### src/rtl/max7219_pkg.sv
// rtl/max7219_pkg.sv - MAX7219 register map, init word list and frame FSM states
// Contents: register address constants, init_word() lookup, state_t enum.
// Build option: MAX7219_INIT_EN adds the ST_INIT state.
package max7219_pkg;

  localparam logic [7:0] REG_DIGIT0    = 8'h01;
  localparam logic [7:0] REG_DIGIT1    = 8'h02;
  localparam logic [7:0] REG_DIGIT2    = 8'h03;
  localparam logic [7:0] REG_DIGIT3    = 8'h04;
  localparam logic [7:0] REG_DIGIT4    = 8'h05;
  localparam logic [7:0] REG_DIGIT5    = 8'h06;
  localparam logic [7:0] REG_DIGIT6    = 8'h07;
  localparam logic [7:0] REG_DIGIT7    = 8'h08;
  localparam logic [7:0] REG_DECODE    = 8'h09;
  localparam logic [7:0] REG_INTENSITY = 8'h0A;
  localparam logic [7:0] REG_SCANLIMIT = 8'h0B;
  localparam logic [7:0] REG_SHUTDOWN  = 8'h0C;
  localparam logic [7:0] REG_TEST      = 8'h0F;

  localparam int INIT_WORDS = 5;

  // Power-up sequence: test off, raw segment mode, all 8 rows, brightness,
  // then leave shutdown last so the panel never lights with stale settings.
  function automatic logic [15:0] init_word(input logic [2:0] idx, input logic [3:0] intensity);
    logic [15:0] w;
    case (idx)
      3'd0:    w = {REG_TEST, 8'h00};
      3'd1:    w = {REG_DECODE, 8'h00};
      3'd2:    w = {REG_SCANLIMIT, 8'h07};
      3'd3:    w = {REG_INTENSITY, 4'h0, intensity};
      3'd4:    w = {REG_SHUTDOWN, 8'h01};
      default: w = 16'h0000;
    endcase
    return w;
  endfunction

  typedef enum logic [2:0] {
    ST_IDLE  = 3'd0,
    ST_LOAD  = 3'd1,
    ST_SHIFT = 3'd2,
    ST_GAP   = 3'd3
`ifdef MAX7219_INIT_EN
    ,
    ST_INIT  = 3'd4
`endif
  } state_t;

endpackage

### src/rtl/spi_word_tx.sv
// rtl/spi_word_tx.sv - 16-bit MSB-first SPI word shifter with chip-select framing
// Ports: clk, rst (async high); start/word begin a transfer when idle;
//        done is high in the last cycle of bit 0's high half;
//        spi_cs (active low), spi_clk (idles low), spi_din.
module spi_word_tx #(
  parameter int CLK_DIV = 4
) (
  input  logic        clk,
  input  logic        rst,
  input  logic        start,
  input  logic [15:0] word,
  output logic        done,
  output logic        spi_cs,
  output logic        spi_clk,
  output logic        spi_din
);

  localparam int DW = $clog2(CLK_DIV + 1);
  localparam logic [DW-1:0] DIV_LAST = DW'(CLK_DIV - 1);

  logic          active;
  logic [DW-1:0] div_cnt;
  logic [3:0]    bit_cnt;
  logic [15:0]   shreg;
  logic          half_end;

  assign half_end = active && (div_cnt == DIV_LAST);
  assign done     = half_end && spi_clk && (bit_cnt == 4'd15);

  always_ff @(posedge clk or posedge rst) begin
    if (rst) begin
      active  <= 1'b0;
      div_cnt <= '0;
      bit_cnt <= 4'd0;
      shreg   <= 16'h0000;
      spi_cs  <= 1'b1;
      spi_clk <= 1'b0;
      spi_din <= 1'b0;
    end else if (start && !active) begin
      // CS drops together with bit 15 appearing on DIN.
      active  <= 1'b1;
      shreg   <= word;
      div_cnt <= '0;
      bit_cnt <= 4'd0;
      spi_cs  <= 1'b0;
      spi_clk <= 1'b0;
      spi_din <= word[15];
    end else if (active) begin
      if (half_end) begin
        div_cnt <= '0;
        if (!spi_clk) begin
          spi_clk <= 1'b1;
        end else begin
          spi_clk <= 1'b0;
          bit_cnt <= bit_cnt + 4'd1;
          if (bit_cnt == 4'd15) begin
            // CS rises with SCLK falling: the device latches the full word.
            active  <= 1'b0;
            spi_cs  <= 1'b1;
            spi_din <= 1'b0;
          end else begin
            shreg   <= {shreg[14:0], 1'b0};
            spi_din <= shreg[14];
          end
        end
      end else begin
        div_cnt <= div_cnt + DW'(1);
      end
    end
  end

endmodule

### src/rtl/max7219_frame_tx.sv
// rtl/max7219_frame_tx.sv - change-triggered 8-word frame transmitter for a MAX7219 matrix
// Build option: MAX7219_INIT_EN sends the five-word device init after reset.
// Ports: clk, reset (async high); led_on[127:0] frame, word k = led_on[127-16k -: 16];
//        spi_cs, spi_clk, spi_din to the device; busy (not idle); frame_done pulse.
module max7219_frame_tx
  import max7219_pkg::*;
#(
  parameter int         CLK_DIV   = 4,
  parameter logic [3:0] INTENSITY = 4'h8
) (
  input  logic         clk,
  input  logic         reset,
  input  logic [127:0] led_on,
  output logic         spi_cs,
  output logic         spi_clk,
  output logic         spi_din,
  output logic         busy,
  output logic         frame_done
);

  localparam int GW = $clog2(2 * CLK_DIV);
  localparam logic [GW-1:0] GAP_LAST = GW'(2 * CLK_DIV - 1);

`ifdef MAX7219_INIT_EN
  localparam state_t RESET_STATE = ST_INIT;
`else
  localparam state_t RESET_STATE = ST_IDLE;
`endif

  state_t         state, state_n;
  logic [127:0]   frame_buf;
  logic [127:0]   last_sent;
  logic           first_frame;
  logic [2:0]     word_idx;
  logic [GW-1:0]  gap_cnt;
  logic           gap_end;
  logic           change;
  logic           start;
  logic           done;
  logic           frame_done_n;
  logic [6:0]     bit_base;
  logic [15:0]    frame_word;
  logic [15:0]    tx_word;

`ifdef MAX7219_INIT_EN
  logic           init_phase;
  logic [2:0]     init_idx;
`endif

  assign change     = first_frame || (led_on != last_sent);
  assign gap_end    = (gap_cnt == GAP_LAST);
  assign bit_base   = {3'd7 - word_idx, 4'b0000};
  assign frame_word = frame_buf[bit_base +: 16];

`ifdef MAX7219_INIT_EN
  assign tx_word = init_phase ? init_word(init_idx, INTENSITY) : frame_word;
`else
  assign tx_word = frame_word;
`endif

  always_comb begin
    state_n      = state;
    start        = 1'b0;
    frame_done_n = 1'b0;
    case (state)
`ifdef MAX7219_INIT_EN
      ST_INIT:  state_n = ST_LOAD;
`endif
      ST_IDLE:  if (change) state_n = ST_LOAD;
      ST_LOAD: begin
        start   = 1'b1;
        state_n = ST_SHIFT;
      end
      ST_SHIFT: if (done) state_n = ST_GAP;
      ST_GAP: begin
        if (gap_end) begin
`ifdef MAX7219_INIT_EN
          if (init_phase) begin
            state_n = (init_idx == 3'(INIT_WORDS - 1)) ? ST_IDLE : ST_INIT;
          end else
`endif
          if (word_idx == 3'd7) begin
            state_n      = ST_IDLE;
            frame_done_n = 1'b1;
          end else begin
            state_n = ST_LOAD;
          end
        end
      end
      default:  state_n = ST_IDLE;
    endcase
  end

  always_ff @(posedge clk or posedge reset) begin
    if (reset) begin
      state       <= RESET_STATE;
      busy        <= 1'b0;
      frame_done  <= 1'b0;
      frame_buf   <= '0;
      last_sent   <= '0;
      first_frame <= 1'b1;
      word_idx    <= 3'd0;
      gap_cnt     <= '0;
`ifdef MAX7219_INIT_EN
      init_phase  <= 1'b1;
      init_idx    <= 3'd0;
`endif
    end else begin
      state      <= state_n;
      busy       <= (state_n != ST_IDLE);
      frame_done <= frame_done_n;

      // The snapshot decouples the frame in flight from later led_on changes.
      if (state == ST_IDLE && change) begin
        frame_buf   <= led_on;
        last_sent   <= led_on;
        first_frame <= 1'b0;
        word_idx    <= 3'd0;
      end

      if (state == ST_GAP) begin
        if (gap_end) begin
          gap_cnt <= '0;
`ifdef MAX7219_INIT_EN
          if (init_phase) begin
            if (init_idx == 3'(INIT_WORDS - 1)) init_phase <= 1'b0;
            else                                init_idx   <= init_idx + 3'd1;
          end else
`endif
          if (word_idx != 3'd7) word_idx <= word_idx + 3'd1;
        end else begin
          gap_cnt <= gap_cnt + GW'(1);
        end
      end
    end
  end

  spi_word_tx #(
    .CLK_DIV (CLK_DIV)
  ) u_spi_word_tx (
    .clk     (clk),
    .rst     (reset),
    .start   (start),
    .word    (tx_word),
    .done    (done),
    .spi_cs  (spi_cs),
    .spi_clk (spi_clk),
    .spi_din (spi_din)
  );

endmodule

### config.mk
export PLATFORM = sky130hd
export DESIGN_NAME = max7219_frame_tx
export DESIGN_NICKNAME = d
export VERILOG_FILES = /design/src/rtl/max7219_pkg.sv /design/src/rtl/spi_word_tx.sv /design/src/rtl/max7219_frame_tx.sv
export SDC_FILE = /design/constraint.sdc
export NUM_CORES = 1
export LEC_CHECK = 0
export ABC_AREA = 1
export BUFFER_PORTS_ARGS = -buffer_cell sky130_fd_sc_hd__buf_2
export CAP_MARGIN = 20
export CORE_ASPECT_RATIO = 1.25
export CORE_MARGIN = 2
export CORE_UTILIZATION = 45
export CTS_BUF_LIST = sky130_fd_sc_hd__clkbuf_8
export DETAILED_ROUTE_END_ITERATION = 16
export GPL_TIMING_DRIVEN = 0
export HOLD_SLACK_MARGIN = 0.15
export PLACE_DENSITY_LB_ADDON = 0.25
export SKIP_LAST_GASP = 1
export SYNTH_ARGS = -nofsm -noshare
export SYNTH_HDL_FRONTEND = slang
export SYNTH_SLANG_ARGS = --single-unit
### constraint.sdc
create_clock -name clk -period 8.4 [get_ports clk]
set_clock_uncertainty 0.1 [all_clocks]
set_input_delay 1.26 -clock clk [delete_from_list [all_inputs] [get_ports clk]]
set_output_delay 1.26 -clock clk [all_outputs]
set_load 0.01 [all_outputs]
==> results.ini <==
[status]
status=finished, final reports clean

[power_and_ir_drop]
p_per_area_nw_per_um2=303.2
vdd_ir_drop_max_mv=0.1294
p_leak_nw=6.097
clockPowerShare_pct=17.5
internal_power_mw=1.959
pwr-share-comb_pct=38.1
p_seq_share_pct=44.4
p_total_mw=3.445
net-switching-power_mw=1.486
swShare_pct=43.14

[cells_and_area]
diodes=0
final_cells=1893
nNetsFinal=1737
area_growth_pct=15.04
drive_gt1_share_pct=13.14

[cts]
path_clk_slew_ns=0.09
cts_root_buffer=clkbuf_8
cts_resized=0
postCtsSetupBuffers=0
cts_tree=built
clkLatencyLatePin_ns=0.48
h-tree-depth=4
hold_buffers=0
clock-sinks=166
cts_buffers=17
clock_path_buffers=2

[grt]
grt-ovfl-total=0
grtUsageMet1_pct=34.98
grt_pass1_vias=9283
met3_usage_pct=4.421
grt-busiest-layer=met2
grt_max_degree=84
grt_util_all_layers_pct=27.89
grt_pass1_wl_mm=49.13
globalRouteMet2Util_pct=46.30
antenna_found_initial=0

[placed_design]
gp_congestion=0.9887
dp_cells=1861
port_buffers=134
hpwl_mm=23.74

[critical_path]
crit_chain=buf_2 > xor2_1 > nor2_1 > nand2_1 > nor2_1 > nand2_1 > nor2_1 > nand3_1 > nand2_2 > buf_4 > buf_4 > nand3_1
rr_startpoint=last_sent[70]$_DFFE_PP0P_
worst-path-stages=12
critical_path_class=in2reg
crit_path_start_kind=primary input
critPathMaxFanout=10
reg2reg_depth=13
critical-path-max-stage-delay_ns=0.26
crit_start=led_on[24]
worstPathRequired_ns=8.64
cpMostUsedCell=nor2_1
cp-end-kind=register
path_buf_inv=3
critical_path.top_delay_family=simple AND/OR/NAND/NOR gates
cp_slowest_cell=nand2_2
cp.arrival_ns=3.23

[run]
maxCapViolations=0

[worst_hold_path]
worstHoldPathCells=2
hp-start=last_sent[99]$_DFFE_PP0P_
min-delay-path-class=reg2reg

[synthesis]
syn_avg_cell_area_um2=6.831
synth_nets=1582
ys_types=32
synthesis.area_um2=9877
synth_seq_cells=166
ys_warn_count=0
synthCells=1446
yosysSeqAreaShare_pct=42.08

[sta]
rsz0062_at_grt=false
fin_crit_sh_pct=35.61
slew_headroom_pct=46.07
slew_violations=0
setup_viol=0
tightest_slew_ns=0.8090
tns_ns=0
hold_viol_final=0
holdWs_ns=0.3774
timing.fmax_ghz=0.3343
period_needed_ns=2.991

[floorplanning]
core_um2=21550
die_h_um=169.6
rows=60
design.die.area_um2=23160
die_x_um=136.5
initial_utilization_pct=45.84
ios=135

[route]
drtIter0Drc=963
viasPerCell=5.218
wl_mm=31.18
first_pass_iters=5
ant_nets=0
drc=0
avgRoutedWirePerCell_um=16.47
route.vias.total=9877

[stage by stage]
| step | instance area, µm² | setup slack, ns | util [%] |
|---|---|---|---|
| after floorplan | 9877 | 2.553 | - |
| after global placement | 10900 | 0.3621 | 50.57 |
| after detailed placement | 10960 | 4.969 | 50.87 |
| after CTS | 11360 | 5.449 | 52.74 |
| after global routing | 11360 | 5.212 | 52.74 |
| final | 11360 | 5.409 | 52.74 |
[synthesized netlist by cell type]
| cell type | count | area share (%) |
|---|---|---|
| nor3_1 | 10 | 0.51 |
| conb_1 | 1 | 0.038 |
| nand2_1 | 503 | 19 |
| a21boi_0 | 1 | 0.076 |
| nand4_1 | 10 | 0.63 |
| o21ai_1 | 7 | 0.35 |
| a31oi_1 | 15 | 0.95 |
| dfrtp_1 | 164 | 42 |
| xnor2_1 | 29 | 2.6 |
| clkinv_1 | 7 | 0.27 |
| or2_2 | 4 | 0.25 |
| clkbuf_1 | 41 | 1.6 |
| buf_2 | 21 | 1.1 |
| o22ai_1 | 7 | 0.44 |
| dfstp_2 | 2 | 0.53 |
| o21ai_0 | 85 | 4.3 |
| nand2_2 | 1 | 0.063 |
| a21oi_1 | 43 | 2.2 |
| a22o_1 | 2 | 0.18 |
| inv_2 | 6 | 0.23 |
| o211ai_1 | 11 | 0.84 |
| xor2_1 | 15 | 1.3 |
| buf_4 | 9 | 0.68 |
| o2111ai_1 | 1 | 0.089 |
| nand3_1 | 161 | 8.2 |
| inv_1 | 157 | 6.0 |
| o221ai_1 | 6 | 0.53 |
| o31ai_1 | 1 | 0.076 |
| ha_1 | 6 | 0.76 |
| nor2_1 | 117 | 4.4 |
| a32o_1 | 1 | 0.10 |
| nand3b_1 | 2 | 0.15 |
[placed cells by master, fill, tap and decap left out, types with 2 or more instances in the layout]
| master | instances |
|---|---|
| a22o_1 | 2 |
| nor2_1 | 117 |
| bufinv_16 | 2 |
| nor3_1 | 10 |
| o221ai_1 | 6 |
| or2_2 | 4 |
| inv_2 | 6 |
| buf_2 | 155 |
| nand3b_1 | 2 |
| nand4_1 | 10 |
| xor2_1 | 15 |
| clkinv_1 | 7 |
| clkbuf_8 | 20 |
| buf_4 | 9 |
| dfstp_2 | 2 |
| clkbuf_1 | 41 |
| a21oi_1 | 43 |
| o21ai_1 | 7 |
| nand3_1 | 161 |
| clkinv_2 | 5 |
| nand2_1 | 503 |
| inv_1 | 156 |
| o21ai_0 | 85 |
| ha_1 | 6 |
| xnor2_1 | 29 |
| a31oi_1 | 15 |
| o211ai_1 | 11 |
| clkinv_4 | 4 |
| buf_16 | 2 |
| o22ai_1 | 7 |
| dfrtp_1 | 164 |
[routing by layer]
layer,vias to the layer above,wire length (µm)
li1,4873,-
met2,350,15230
met1,4567,12650
met4,0,1501
met5,-,0
met3,87,1792
[worst min-delay path: cells and delay by family, from the launching register on]
kind	cells	cell delay [ns]
simple gates	2	0.10
flops	1	0.35
[kinds of logic (layout without fill, tap and decap cells)]
logic type | Yosys count | after routing | synth area share [%]
fa+ha+maj | 6 | 6 | 0.7601
flops | 166 | 166 | 42.08
simple gates | 808 | 808 | 33.33
xor+xnor | 44 | 44 | 3.902
other cells | 1 | 1 | 0.03797
buf+inv | 241 | 409 | 9.767
compound gates | 180 | 180 | 10.12
[sequential cells by signal, indices dropped and copies added, names as in the netlist, 3 cells and up]
signal                 count
gap_cnt                    3
last_sent                128
u_spi_word_tx.bit_cnt      4
word_idx                   3
u_spi_word_tx.div_cnt      3
state                      3
u_spi_word_tx.shreg       15
[area by class of cell]
class	instances	area (µm²)
well taps	279	349.1
inverters	170	645.6
repair buffers	136	725.7
clock buffers	20	275.3
fillers	2190	10180
plain buffers	71	326.6
clock inverters	12	127.6
flip-flops and latches	166	4156
multi-input cells	1039	4756
[power by group through the flow]
stage / Clock (mW) / Sequential [mW] / Combinational, mW
4_1_cts: 0.605 / 1.53 / 1.31
3_3_place_gp: 0 / 1.53 / 1.27
5_1_grt: 0.641 / 1.58 / 1.52
6_report: 0.604 / 1.53 / 1.31
3_5_place_dp: 0 / 1.54 / 1.31
2_1_floorplan: 0 / 1.39 / 0.977
[worst paths after layout]
path | endpoint | slack (ns)
max in group asynchronous | u_spi_word_tx.shreg[3]$_DFFE_PP0P_ | 7.03
min in group asynchronous | state[2]$_DFF_PP0_ | 0.81
worst min-delay path | last_sent[99]$_DFFE_PP0P_ | 0.38
worst max register to register | busy$_DFF_PP0_ | 5.82
worst min register to register | last_sent[99]$_DFFE_PP0P_ | 0.38
worst max-delay path | busy$_DFF_PP0_ | 5.41
Power figures use the tool's default switching activity.
